**config.mk**
```make
export PLATFORM = sky130hd
export DESIGN_NAME = imem_boot_ctrl
export DESIGN_NICKNAME = d
export VERILOG_FILES = /design/src/rtl/imem_boot_ctrl_pkg.sv /design/src/rtl/imem_boot_ctrl.sv
export SDC_FILE = /design/constraint.sdc
export NUM_CORES = 1
export LEC_CHECK = 0
export CORE_MARGIN = 2
export CORE_UTILIZATION = 53
export CTS_CLUSTER_SIZE = 16
export DETAILED_ROUTE_END_ITERATION = 6
export PLACE_DENSITY = 0.93
export SLEW_MARGIN = 10
export SYNTH_ARGS = -nofsm -noshare
export SYNTH_HDL_FRONTEND = slang
export SYNTH_SLANG_ARGS = --single-unit
```
**constraint.sdc**
```tcl
create_clock -name clk -period 6.3 [get_ports clk]
set_input_delay 1.575 -clock clk [delete_from_list [all_inputs] [get_ports clk]]
set_output_delay 1.575 -clock clk [all_outputs]
set_load 0.005 [all_outputs]
```
**src/rtl/imem_boot_ctrl_pkg.sv**
```systemverilog
// Shared types and constants for the instruction-memory boot/run sequencer.
package imem_boot_ctrl_pkg;

  typedef enum logic [2:0] {
    IDLE,
    LOAD,
    HOLD,
    RUN,
    DONE
  } boot_state_t;

  localparam int XLEN           = 32;
  localparam int DEF_IMEM_DEPTH = 256;

  // addi x0, x0, 0 -- filler word for unused program slots
  localparam logic [XLEN-1:0] NOP = 32'h00000013;

endpackage

```
**src/rtl/imem_boot_ctrl.sv**
```systemverilog
// Boot/run sequencer: holds the core in reset, streams a program into imem,
// then releases the core for a bounded number of cycles and flags completion.
module imem_boot_ctrl
  import imem_boot_ctrl_pkg::*;
#(
  parameter int IMEM_DEPTH = DEF_IMEM_DEPTH,
  parameter int ADDR_W     = $clog2(IMEM_DEPTH),
  parameter int DATA_W     = XLEN,
  parameter int CNT_W      = 16,
  parameter int RST_HOLD   = 2
) (
  input  logic              clk,
  input  logic              resetn,
  input  logic              start,
  input  logic [ADDR_W:0]   load_len,
  input  logic [CNT_W-1:0]  run_cycles,
  input  logic              stop,
  input  logic              s_valid,
  input  logic [DATA_W-1:0] s_data,
  output logic              s_ready,
  output logic              imem_we,
  output logic [ADDR_W-1:0] imem_waddr,
  output logic [DATA_W-1:0] imem_wdata,
  output logic              core_resetn,
  output logic              busy,
  output logic              done,
  output logic              err,
  output logic [CNT_W-1:0]  cycle_count
);

  localparam logic [ADDR_W:0] DEPTH_L   = (ADDR_W + 1)'(IMEM_DEPTH);
  localparam int              HOLD_W    = (RST_HOLD > 1) ? $clog2(RST_HOLD) : 1;
  localparam logic [HOLD_W-1:0] HOLD_LAST = HOLD_W'(RST_HOLD - 1);

  boot_state_t       state;
  boot_state_t       state_nxt;
  logic [ADDR_W:0]   len_q;
  logic [CNT_W-1:0]  rc_q;
  logic [ADDR_W:0]   wr_ptr;
  logic [HOLD_W-1:0] hold_cnt;
  logic              accept;
  logic              len_ok;
  logic              last_beat;
  logic              run_end;
  logic              idle_like;

  function automatic logic [CNT_W-1:0] sat_inc(input logic [CNT_W-1:0] v);
    return (v == {CNT_W{1'b1}}) ? v : v + 1'b1;
  endfunction

  assign s_ready = (state == LOAD);

  always_comb begin
    state_nxt = state;
    idle_like = (state == IDLE) || (state == DONE);
    accept    = (state == LOAD) && s_valid;
    len_ok    = (load_len != '0) && (load_len <= DEPTH_L);
    last_beat = ((wr_ptr + 1'b1) == len_q);
    run_end   = (rc_q != '0) && (cycle_count == rc_q - 1'b1);
    case (state)
      IDLE, DONE: if (start) state_nxt = len_ok ? LOAD : IDLE;
      LOAD: begin
        if (stop)                        state_nxt = IDLE;
        else if (accept && last_beat)    state_nxt = HOLD;
      end
      HOLD: begin
        if (stop)                        state_nxt = IDLE;
        else if (hold_cnt == HOLD_LAST)  state_nxt = RUN;
      end
      RUN:  if (stop || run_end) state_nxt = DONE;
      default: state_nxt = IDLE;
    endcase
  end

  always_ff @(posedge clk or negedge resetn) begin
    if (!resetn) begin
      state       <= IDLE;
      len_q       <= '0;
      rc_q        <= '0;
      wr_ptr      <= '0;
      hold_cnt    <= '0;
      imem_we     <= 1'b0;
      imem_waddr  <= '0;
      imem_wdata  <= '0;
      core_resetn <= 1'b0;
      busy        <= 1'b0;
      done        <= 1'b0;
      err         <= 1'b0;
      cycle_count <= '0;
    end else begin
      state       <= state_nxt;
      core_resetn <= (state_nxt == RUN);
      busy        <= (state_nxt == LOAD) || (state_nxt == HOLD) || (state_nxt == RUN);
      done        <= (state_nxt == DONE);

      // write port: accepted beat lands in imem one cycle later
      imem_we <= accept;
      if (accept) begin
        imem_waddr <= wr_ptr[ADDR_W-1:0];
        imem_wdata <= s_data;
        wr_ptr     <= wr_ptr + 1'b1;
      end

      hold_cnt <= (state == HOLD) ? hold_cnt + 1'b1 : '0;

      if (state == RUN) cycle_count <= sat_inc(cycle_count);

      if (idle_like && start) begin
        err         <= !len_ok;
        cycle_count <= '0;
        if (len_ok) begin
          len_q  <= load_len;
          rc_q   <= run_cycles;
          wr_ptr <= '0;
        end
      end else if (stop && ((state == LOAD) || (state == HOLD))) begin
        err <= 1'b1;
      end
    end
  end

endmodule

```
==> impl_metrics.tcl <==
set metrics [dict create \
    synth_flop_cell "dfrtp_1" \
    initial_utilization 0.546 \
    dp_hpwl_um 8750 \
    crit_required_ns 6.52 \
    fp.dieW_um 98.8 \
    post-place-cells 748 \
    timing.critical_path.to_type "flip-flop" \
    grt_overflow_total 0 \
    cts_hold_buffers 0 \
    ys_async_sr_fraction 1.00 \
    grt.total_usage 0.245 \
    finalCritPeriodShare 0.634 \
    cts_inserted_buffers 9 \
    antenna_found_initial 0 \
    p_sw_uw 535 \
    grt_pass1_wl_um 19500 \
    min_period_ns 3.99 \
    viasPerCell 5.55 \
    clkSinkCount 99 \
    grt_max_degree 62 \
    io_buffers 123 \
    postSynthNetCount 602 \
    regToRegEndpoint "busy$_DFF_PN0_" \
    timing.rr.start "state[0]$_DFF_PN0_" \
    syn-cell-area_mm2 0.00476 \
    dieArea_mm2 0.00976 \
    synth_seq_cells 99 \
    path_clk_slew_ns 0.09 \
    tightest_slew_ns 1.05 \
    clock_power_share 0.228 \
    cp_data_arrival_time_ns 4.21 \
    reg2reg_slack_ns 2.71 \
    fin_ws_ns 2.31 \
    cts_resized 0 \
    dr.pass1.iters 5 \
    synth_edf_count 0 \
    comb_power_share 0.277 \
    ys_warn_count 0 \
    netlist_instances 537 \
    p_per_area_mw_per_mm2 271 \
    drive_gt1_frac 0.0473 \
    synthToLayoutAreaGrowth_pct 31.0 \
    final_nets 716 \
    finalHoldViolCount 0 \
    routedWlPerCell_um 15.6 \
    vdd_drop_max_uv 148 \
    report.final.slew_viol_count 0 \
    n_antenna_cell 0 \
    avgSynthCellArea_um2 8.87 \
    vias 4244 \
    max_freq_ghz 0.250 \
    drc 0 \
    placementRows 34 \
    ios 124 \
    power.total_mw 1.69 \
    reg2reg_depth 9 \
    fin_skew_ns 0.0133 \
    crit_fanout 46 \
    core_area_mm2 0.00872 \
    postCtsSetupRepairBufs 0 \
    setup_viol_count_final 0 \
    cts_root_buf "clkbuf_8" \
    post_synth_num_cell_types 49 \
    maxCapViolations 0 \
    placed_area_mm2 0.00605 \
    drtAntennaViolNets 0 \
    outcome "finished, final reports clean" \
    maxSlewHeadroom 0.289 \
    pwr-share-seq 0.494 \
    place_congestion 0.902 \
    wirelength_um 11900 \
    start_kind "primary input" \
    cts_tree "built" \
    h-tree-depth 3 \
    p_leak_nw 2.87 \
    tns_ns 0 \
    rsz0062_at_grt "false" \
    clk_latency_ns 0.36 \
    pre_cts_slack_ns 1.93 \
    yosysSeqAreaShare 0.520 \
    critical_path_class "primary input to flip-flop" \
    die_h_um 98.8 \
    min_path_type "flip-flop to flip-flop" \
    drtIter0Drc 319 \
    swShare 0.316 \
    fin_area_mm2 0.00624 \
    clock_path_buffers 2 \
    grt_pass1_vias 4225 \
    p_int_mw 1.16 \
    instances_no_fill 764 \
    cp-endpoint "busy$_DFF_PN0_" \
    cp-startpoint "s_valid" \
]
[through the flow]
stage / hold slack, ns / utilization
after CTS: 0.439 / 0.715
after global routing: 0.450 / 0.715
after detailed placement: 0.427 / 0.694
final: 0.446 / 0.715
after global placement: 0.421 / 0.694
after floorplan: 0.408 / -
[routing by layer]
layer | share of wire | GRT usage | vias up
met5 | 0 | 0 | -
met4 | 0.025 | 0.0906 | 0
met3 | 0.069 | 0.0369 | 33
met2 | 0.49 | 0.409 | 200
met1 | 0.41 | 0.328 | 2032
li1 | - | - | 1979
[synth_stat cells (2+ instances only)]
cell type | number | area (µm²)
xor2_1 | 26 | 228
or4_1 | 4 | 30.0
dfrtp_1 | 99 | 2480
buf_6 | 2 | 22.5
mux2i_1 | 2 | 20.0
a211oi_1 | 2 | 15.0
a41oi_1 | 2 | 17.5
or3_1 | 3 | 18.8
nor4_1 | 7 | 43.8
o31ai_1 | 2 | 15.0
nand2_1 | 208 | 781
and2_1 | 3 | 18.8
a21oi_1 | 3 | 15.0
and4_1 | 2 | 17.5
nor2_1 | 40 | 150
or4_4 | 2 | 22.5
nor3_1 | 8 | 40.0
nand4_1 | 8 | 50.1
buf_1 | 7 | 26.3
ha_1 | 3 | 37.5
a31oi_1 | 3 | 18.8
nor3b_1 | 6 | 45.0
nor2b_1 | 2 | 12.5
a2111oi_0 | 2 | 17.5
xnor2_1 | 31 | 272
o211a_1 | 2 | 20.0
nand3_1 | 10 | 50.1
a311oi_1 | 2 | 17.5
or2_2 | 2 | 12.5
and3_1 | 2 | 12.5
clkbuf_1 | 14 | 52.6
inv_1 | 6 | 22.5
o21ai_0 | 6 | 30.0
[cell usage in the layout (no fill, tap or decap), drive strengths merged, types with 4 or more instances in the layout]
cell type / synthesis / final
nand2: 208 / 208
clkdlybuf4s50: 0 / 122
dfrtp: 99 / 99
nor2: 40 / 40
xnor2: 31 / 31
xor2: 26 / 26
nand3: 10 / 10
clkbuf: 14 / 10
inv: 7 / 10
nor3: 8 / 8
nand4: 8 / 8
nor4: 7 / 7
o21ai: 6 / 6
nor3b: 6 / 6
or4: 6 / 6
buf: 9 / 4
and2: 4 / 4
[sequential cells by signal (all words and copies together), names as in the netlist]
signal / cells
len_q: 9
busy: 1
hold_cnt: 1
wr_ptr: 9
imem_waddr: 8
done: 1
core_resetn: 1
rc_q: 16
state: 3
imem_wdata: 32
cycle_count: 16
err: 1
imem_we: 1
[power by group through the flow]
stage | Combinational (mW) | Sequential (mW) | Clock (mW)
after floorplan | 0.230 | 0.827 | 0
after global placement | 0.446 | 0.838 | 0
after global routing | 0.515 | 0.851 | 0.414
final | 0.468 | 0.836 | 0.386
after detailed placement | 0.466 | 0.847 | 0
after CTS | 0.470 | 0.835 | 0.390
[how the worst min path moves through the flow]
stage / startpoint / to / slack [ns] / depth (start not counted)
floorplan: hold_cnt$_DFF_PN0_ / hold_cnt$_DFF_PN0_ / 0.41 / 1
global placement: hold_cnt$_DFF_PN0_ / hold_cnt$_DFF_PN0_ / 0.42 / 1
detailed placement: hold_cnt$_DFF_PN0_ / hold_cnt$_DFF_PN0_ / 0.43 / 1
CTS: hold_cnt$_DFF_PN0_ / hold_cnt$_DFF_PN0_ / 0.44 / 1
global route: hold_cnt$_DFF_PN0_ / hold_cnt$_DFF_PN0_ / 0.45 / 1
finish: hold_cnt$_DFF_PN0_ / hold_cnt$_DFF_PN0_ / 0.45 / 1
[critical path, stage by stage]
cell and delay, ns:
clkdlybuf4s50_1 0.46, nand2_1 0.04, buf_4 0.30, inv_2 0.60
nand4_1 0.14, a2111oi_0 0.45, nor3b_1 0.13, or4_1 0.50
[final cells by class]
class                      count  area, µm²
clock buffer                  10        138
clock inverter                 6       47.5
fill                         646       2480
inverter                       7       26.3
multi-input combinational    408       2160
sequential                    99       2480
tap                          108        135
timing repair buffer         126       1250
[cell families after synthesis]
family | after synthesis | share of synthesized area
AO/OA/AOI/OAI | 34 | 0.0541
adder cells (fa/ha/maj) | 3 | 0.00788
multiplexers | 2 | 0.00420
AND/OR/NAND/NOR | 312 | 0.282
flip-flops | 99 | 0.520
XOR/XNOR | 57 | 0.105
buffers and inverters | 30 | 0.0268
No activity file was read; power rests on OpenSTA's default activity.
==> variant 1: new RTL, config.mk and constraints unchanged <==
Put one more register stage on the output `cycle_count`, cleared by the reset. The value now appears one clock later. The other outputs are not delayed to match.
--- a/src/rtl/imem_boot_ctrl.sv
+++ b/src/rtl/imem_boot_ctrl.sv
@@ -33,4 +33,6 @@
   localparam logic [HOLD_W-1:0] HOLD_LAST = HOLD_W'(RST_HOLD - 1);
 
+  logic [CNT_W-1:0] cycle_count_s0;
+
   boot_state_t       state;
   boot_state_t       state_nxt;
@@ -57,5 +59,5 @@
     len_ok    = (load_len != '0) && (load_len <= DEPTH_L);
     last_beat = ((wr_ptr + 1'b1) == len_q);
-    run_end   = (rc_q != '0) && (cycle_count == rc_q - 1'b1);
+    run_end   = (rc_q != '0) && (cycle_count_s0 == rc_q - 1'b1);
     case (state)
       IDLE, DONE: if (start) state_nxt = len_ok ? LOAD : IDLE;
@@ -87,5 +89,5 @@
       done        <= 1'b0;
       err         <= 1'b0;
-      cycle_count <= '0;
+      cycle_count_s0 <= '0;
     end else begin
       state       <= state_nxt;
@@ -104,9 +106,9 @@
       hold_cnt <= (state == HOLD) ? hold_cnt + 1'b1 : '0;
 
-      if (state == RUN) cycle_count <= sat_inc(cycle_count);
+      if (state == RUN) cycle_count_s0 <= sat_inc(cycle_count_s0);
 
       if (idle_like && start) begin
         err         <= !len_ok;
-        cycle_count <= '0;
+        cycle_count_s0 <= '0;
         if (len_ok) begin
           len_q  <= load_len;
@@ -120,4 +122,12 @@
   end
 
+  always_ff @(posedge clk or negedge resetn) begin
+    if (!resetn) begin
+      cycle_count <= '0;
+    end else begin
+      cycle_count <= cycle_count_s0;
+    end
+  end
+
 endmodule
 
Check against the original RTL: not equivalent (a bounded check fails within 10 cycles, from zero or initial values and one cycle with resetn low).
==> variant 1 against the original RTL <==
  * Total power grew 45%
  * Setup slack better by 0.21 ns
  * Sequential cell count grew 16
  * Final area up 14%
  * Sequential share of layout area increased by 0.69 points
  * Critical endpoint is now rc_q[13]
  * Highest routed layer unchanged
  * Routed wire length increased by 8.7%
  * Area after synthesis is 7.8% higher
  * Final cell count grew 0.26%
==> variant 1: results (changes against the original RTL) <==
status: "completed"  # unchanged
wire_per_inst_um: 16.9  # was 15.6 um
drt_iter0_markers: 140  # was 319
wl_met1_mm: 5.05  # was 4.88 mm
dp_hpwl_mm: 8.69  # was 8.75 mm
r2r_cells: 10  # was 9
clock_latency_ns: 0.52  # was 0.36 ns
synth_fp_nets: 565  # was 602
grt_pass1_wl_mm: 20.7  # was 19.5 mm
post-place-cells: 734  # was 748
wl_met2_mm: 6.43  # was 5.88 mm
vias: 4087  # was 4244
cts_buffers: 17  # was 9
grt_max_degree: 67  # was 62
slew_headroom: 0.234  # was 0.289
cp_max_fo: 20  # was 46
cp.arrival_ns: 4.18  # was 4.21 ns
wl_mm: 12.9  # was 11.9 mm
slowest_delay_ns: 0.67  # was 0.60 ns
drive_above_1_share: 0.111  # was 0.0473
grt_pass1_vias: 4238  # was 4225
wl_met3_mm: 1.20  # was 825 um
slowest_stage: "and2_1"  # was inv_2
cellInternalPower_w: 0.00181  # was 0.00116 W
hold_slack_ns: 0.445  # was 0.446 ns
syn_inst: 500  # was 537
clk_pin_slew_ns: 0.06  # was 0.09 ns
r2r_slack_ns: 3.11  # was 2.71 ns
power_leakage_nw: 3.21  # was 2.87 nW
==> variant 1: cells by family after synthesis <==
family | share of synthesized area
xor gates and xnor gates | 0.0972
AOI/OAI and AO/OA | 0.0414
adders and majority gates | 0.00731
DFF | 0.560
and+or+nand+nor | 0.213
muxes | 0.0602
buffers and inverters | 0.0205
==> variant 1: layout make-up <==
class | instances | area share
sequential | 115 | 0.404
tap | 129 | 0.0227
timing repair buffer | 126 | 0.176
clock buffer | 18 | 0.0601
inverter | 7 | 0.00369
multi-input combinational | 357 | 0.302
clock inverter | 14 | 0.0318
==> variant 1: worst max path at each step <==
stage / slack [ns] / startpoint / end
floorplan: 2.99 / load_len[1] / err
global placement: 2.10 / load_len[1] / rc_q[3]
detailed placement: 2.02 / load_len[1] / rc_q[13]
CTS: 2.50 / load_len[0] / rc_q[8]
global route: 2.29 / load_len[0] / rc_q[13]
finish: 2.52 / load_len[0] / rc_q[13]
==> variant 1: worst max-delay path, delay by kind of cell <==
| kind | cells | cell delay [ns] |
|---|---|---|
| xor+xnor | 1 | 0.15 |
| buf+inv | 2 | 0.87 |
| mux | 1 | 0.37 |
| simple gates | 3 | 1.22 |
==> variant 1: metal layers <==
| metal | up-vias | GRT usage |
|---|---|---|
| met1 | 1962 | 0.315 |
| li1 | 1908 | - |
| met3 | 25 | 0.106 |
| met5 | - | 0 |
| met2 | 192 | 0.428 |
| met4 | 0 | 0.106 |
==> variant 1: per-stage QoR <==
| step | total power, W | util | cell area, um^2 | worst slack, ns |
|---|---|---|---|---|
| after detailed placement | 0.00141 | 0.693 | 6470 | 2.02 |
| after global routing | 0.00257 | 0.764 | 7120 | 2.29 |
| after CTS | 0.00247 | 0.764 | 7120 | 2.50 |
| final | 0.00246 | 0.764 | 7120 | 2.52 |
| after global placement | 0.00138 | 0.693 | 6470 | 2.10 |
| after floorplan | 0.00115 | - | 5130 | 2.99 |
==> variant 1: power groups by stage <==
stage | logic, W | registers [W] | clock network [W]
floorplan | 0.000221 | 0.000934 | 0
global placement | 0.000432 | 0.000946 | 0
finish | 0.000459 | 0.000949 | 0.00105
CTS | 0.000463 | 0.000948 | 0.00106
global route | 0.000503 | 0.000961 | 0.00110
detailed placement | 0.000452 | 0.000955 | 0
==> variant 2: new RTL, config.mk and constraints unchanged <==
Without the edit above. Change the parameter `RST_HOLD` from 2 to 1.
--- a/src/rtl/imem_boot_ctrl.sv
+++ b/src/rtl/imem_boot_ctrl.sv
@@ -8,5 +8,5 @@
   parameter int DATA_W     = XLEN,
   parameter int CNT_W      = 16,
-  parameter int RST_HOLD   = 2
+  parameter int RST_HOLD   = 1
 ) (
   input  logic              clk,
Function: changed (Yosys sat finds a counterexample within 4 cycles, from zero or initial values and one cycle with resetn low).
==> variant 2 against the original RTL <==
  * Combinational power fell by 3%
  * Register-to-register slack better by 0.35 ns
  * Routed wire length rose by 7.1%
  * First-iteration DRC count shrank 7.5%
  * Sequential cell count unchanged
  * Total power is 0.46% higher
  * Final area rose by 2.5%
  * Area after synthesis rose by 2.8%
  * Sequential power about the same
  * Setup slack worse by 0.15 ns
  * Largest power group unchanged
==> variant 2: results (changes against the original RTL) <==
status: "completed"  # unchanged
cp_max_fo: 21  # was 46
synth_fp_nets: 594  # was 602
synthTopCellsByArea: "dfrtp_1, nand2_1, mux2_2, xnor2_1, xor2_1"  # was dfrtp_1, nand2_1, xnor2_1, xor2_1, nor2_1
slowest_stage: "and2_1"  # was inv_2
slowest_delay_ns: 0.67  # was 0.60 ns
synthDistinctLibCells: 53  # was 49
cts_tree: "built"  # unchanged
n_fill_cell: 698  # was 646
vdd_drop_max_mv: 0.136  # was 0.148 mV
finalNetCount: 706  # was 716
wl_mm: 12.7  # was 11.9 mm
first_pass_iters: 6  # was 5
grt_pass1_wl_mm: 21.0  # was 19.5 mm
ys_seq_area_frac: 0.506  # was 0.520
cp.arrival_ns: 4.39  # was 4.21 ns
gp_congestion: 0.895  # was 0.902
grt_pass1_vias: 4344  # was 4225
dp_hpwl_mm: 9.10  # was 8.75 mm
r2r-start: "rc_q[0]"  # was state[0]
r2r_slack_ns: 3.06  # was 2.71 ns
drt_iter0_markers: 295  # was 319
clock_skew_ns: 0.0144  # was 0.0133 ns
tightest_slew_ns: 0.947  # was 1.05 ns
met3_usage: 0.0460  # was 0.0369
drive_above_1_share: 0.0791  # was 0.0473
r2r_cells: 8  # was 9
place_ws_ns: 1.83  # was 1.93 ns
r2r_end: "state[1]"  # was busy
power_leakage_nw: 2.79  # was 2.87 nW
grt_max_degree: 77  # was 62
grtUsageMet1: 0.337  # was 0.328
grt.met2_usage: 0.448  # was 0.409
## variant 2: changes by cell type in the layout (fill, tap and decap cells not counted), moves of 4 or more
cell / before / now
or3_1: 3 / 12
and3_1: 2 / 10
xor2_1: 26 / 18
nand2b_1: 0 / 5
nand2_1: 208 / 144
mux2_2: 0 / 20
a21oi_1: 3 / 19
nor2_1: 40 / 30
xnor2_1: 31 / 25
o21ai_0: 6 / 24
inv_1: 6 / 12
nor3b_1: 5 / 1
## variant 2: per-stage QoR
step	total power [W]	instances	hold slack, ns	area (um^2)	util
global placement	0.00126	741	0.437	6200	0.681
finish	0.00170	756	0.456	6390	0.702
detailed placement	0.00130	741	0.443	6200	0.681
global route	0.00178	756	0.464	6390	0.702
floorplan	0.00104	529	0.421	4900	-
CTS	0.00171	756	0.456	6390	0.702
## variant 2: logic make-up (layout without fill, tap and decap cells)
kind of cell / Yosys count / count (layout) / share of synthesized area
fa+ha+maj: 3 / 3 / 0.00766
buf+inv: 39 / 155 / 0.0301
xor+xnor: 43 / 43 / 0.0769
mux: 22 / 22 / 0.0501
simple gates: 253 / 253 / 0.240
compound gates: 70 / 70 / 0.0897
flops: 99 / 99 / 0.506
## variant 2: worst max-delay path by stage
stage                 from        to  slack, ns  cells after the start
2_1_floorplan  load_len[5]       err       2.89                      7
3_3_place_gp   load_len[1]   rc_q[4]       1.91                      7
3_5_place_dp   load_len[0]  rc_q[10]       1.83                      7
4_1_cts        load_len[0]  rc_q[10]       2.21                      7
5_1_grt        load_len[1]  rc_q[10]       2.06                      7
6_report       load_len[0]  rc_q[10]       2.15                      7
## variant 2: layer usage
layer / share of wire / wire (um) / vias up
met5: 0 / 0 / -
met4: 0.029 / 363 / 0
met3: 0.064 / 809 / 42
met1: 0.40 / 5110 / 2140
li1: - / - / 2015
met2: 0.51 / 6450 / 202
## variant 2: final cells by class
type                       instances  area (um^2)  area share
multi-input combinational        391         2280       0.356
inverter                          13         48.8     0.00763
timing repair buffer             127         1260       0.197
sequential                        99         2480       0.387
clock inverter                     5         63.8     0.00998
tap                              111          139      0.0217
clock buffer                      10          128      0.0200
## variant 2: report_power, final
| group | switching (W) | total, W | internal [W] |
|---|---|---|---|
| sequential | 0.0000963 | 0.000834 | 0.000737 |
| combinational | 0.000199 | 0.000455 | 0.000256 |
| clock | 0.000225 | 0.000409 | 0.000185 |
| total | 0.000520 | 0.00170 | 0.00118 |
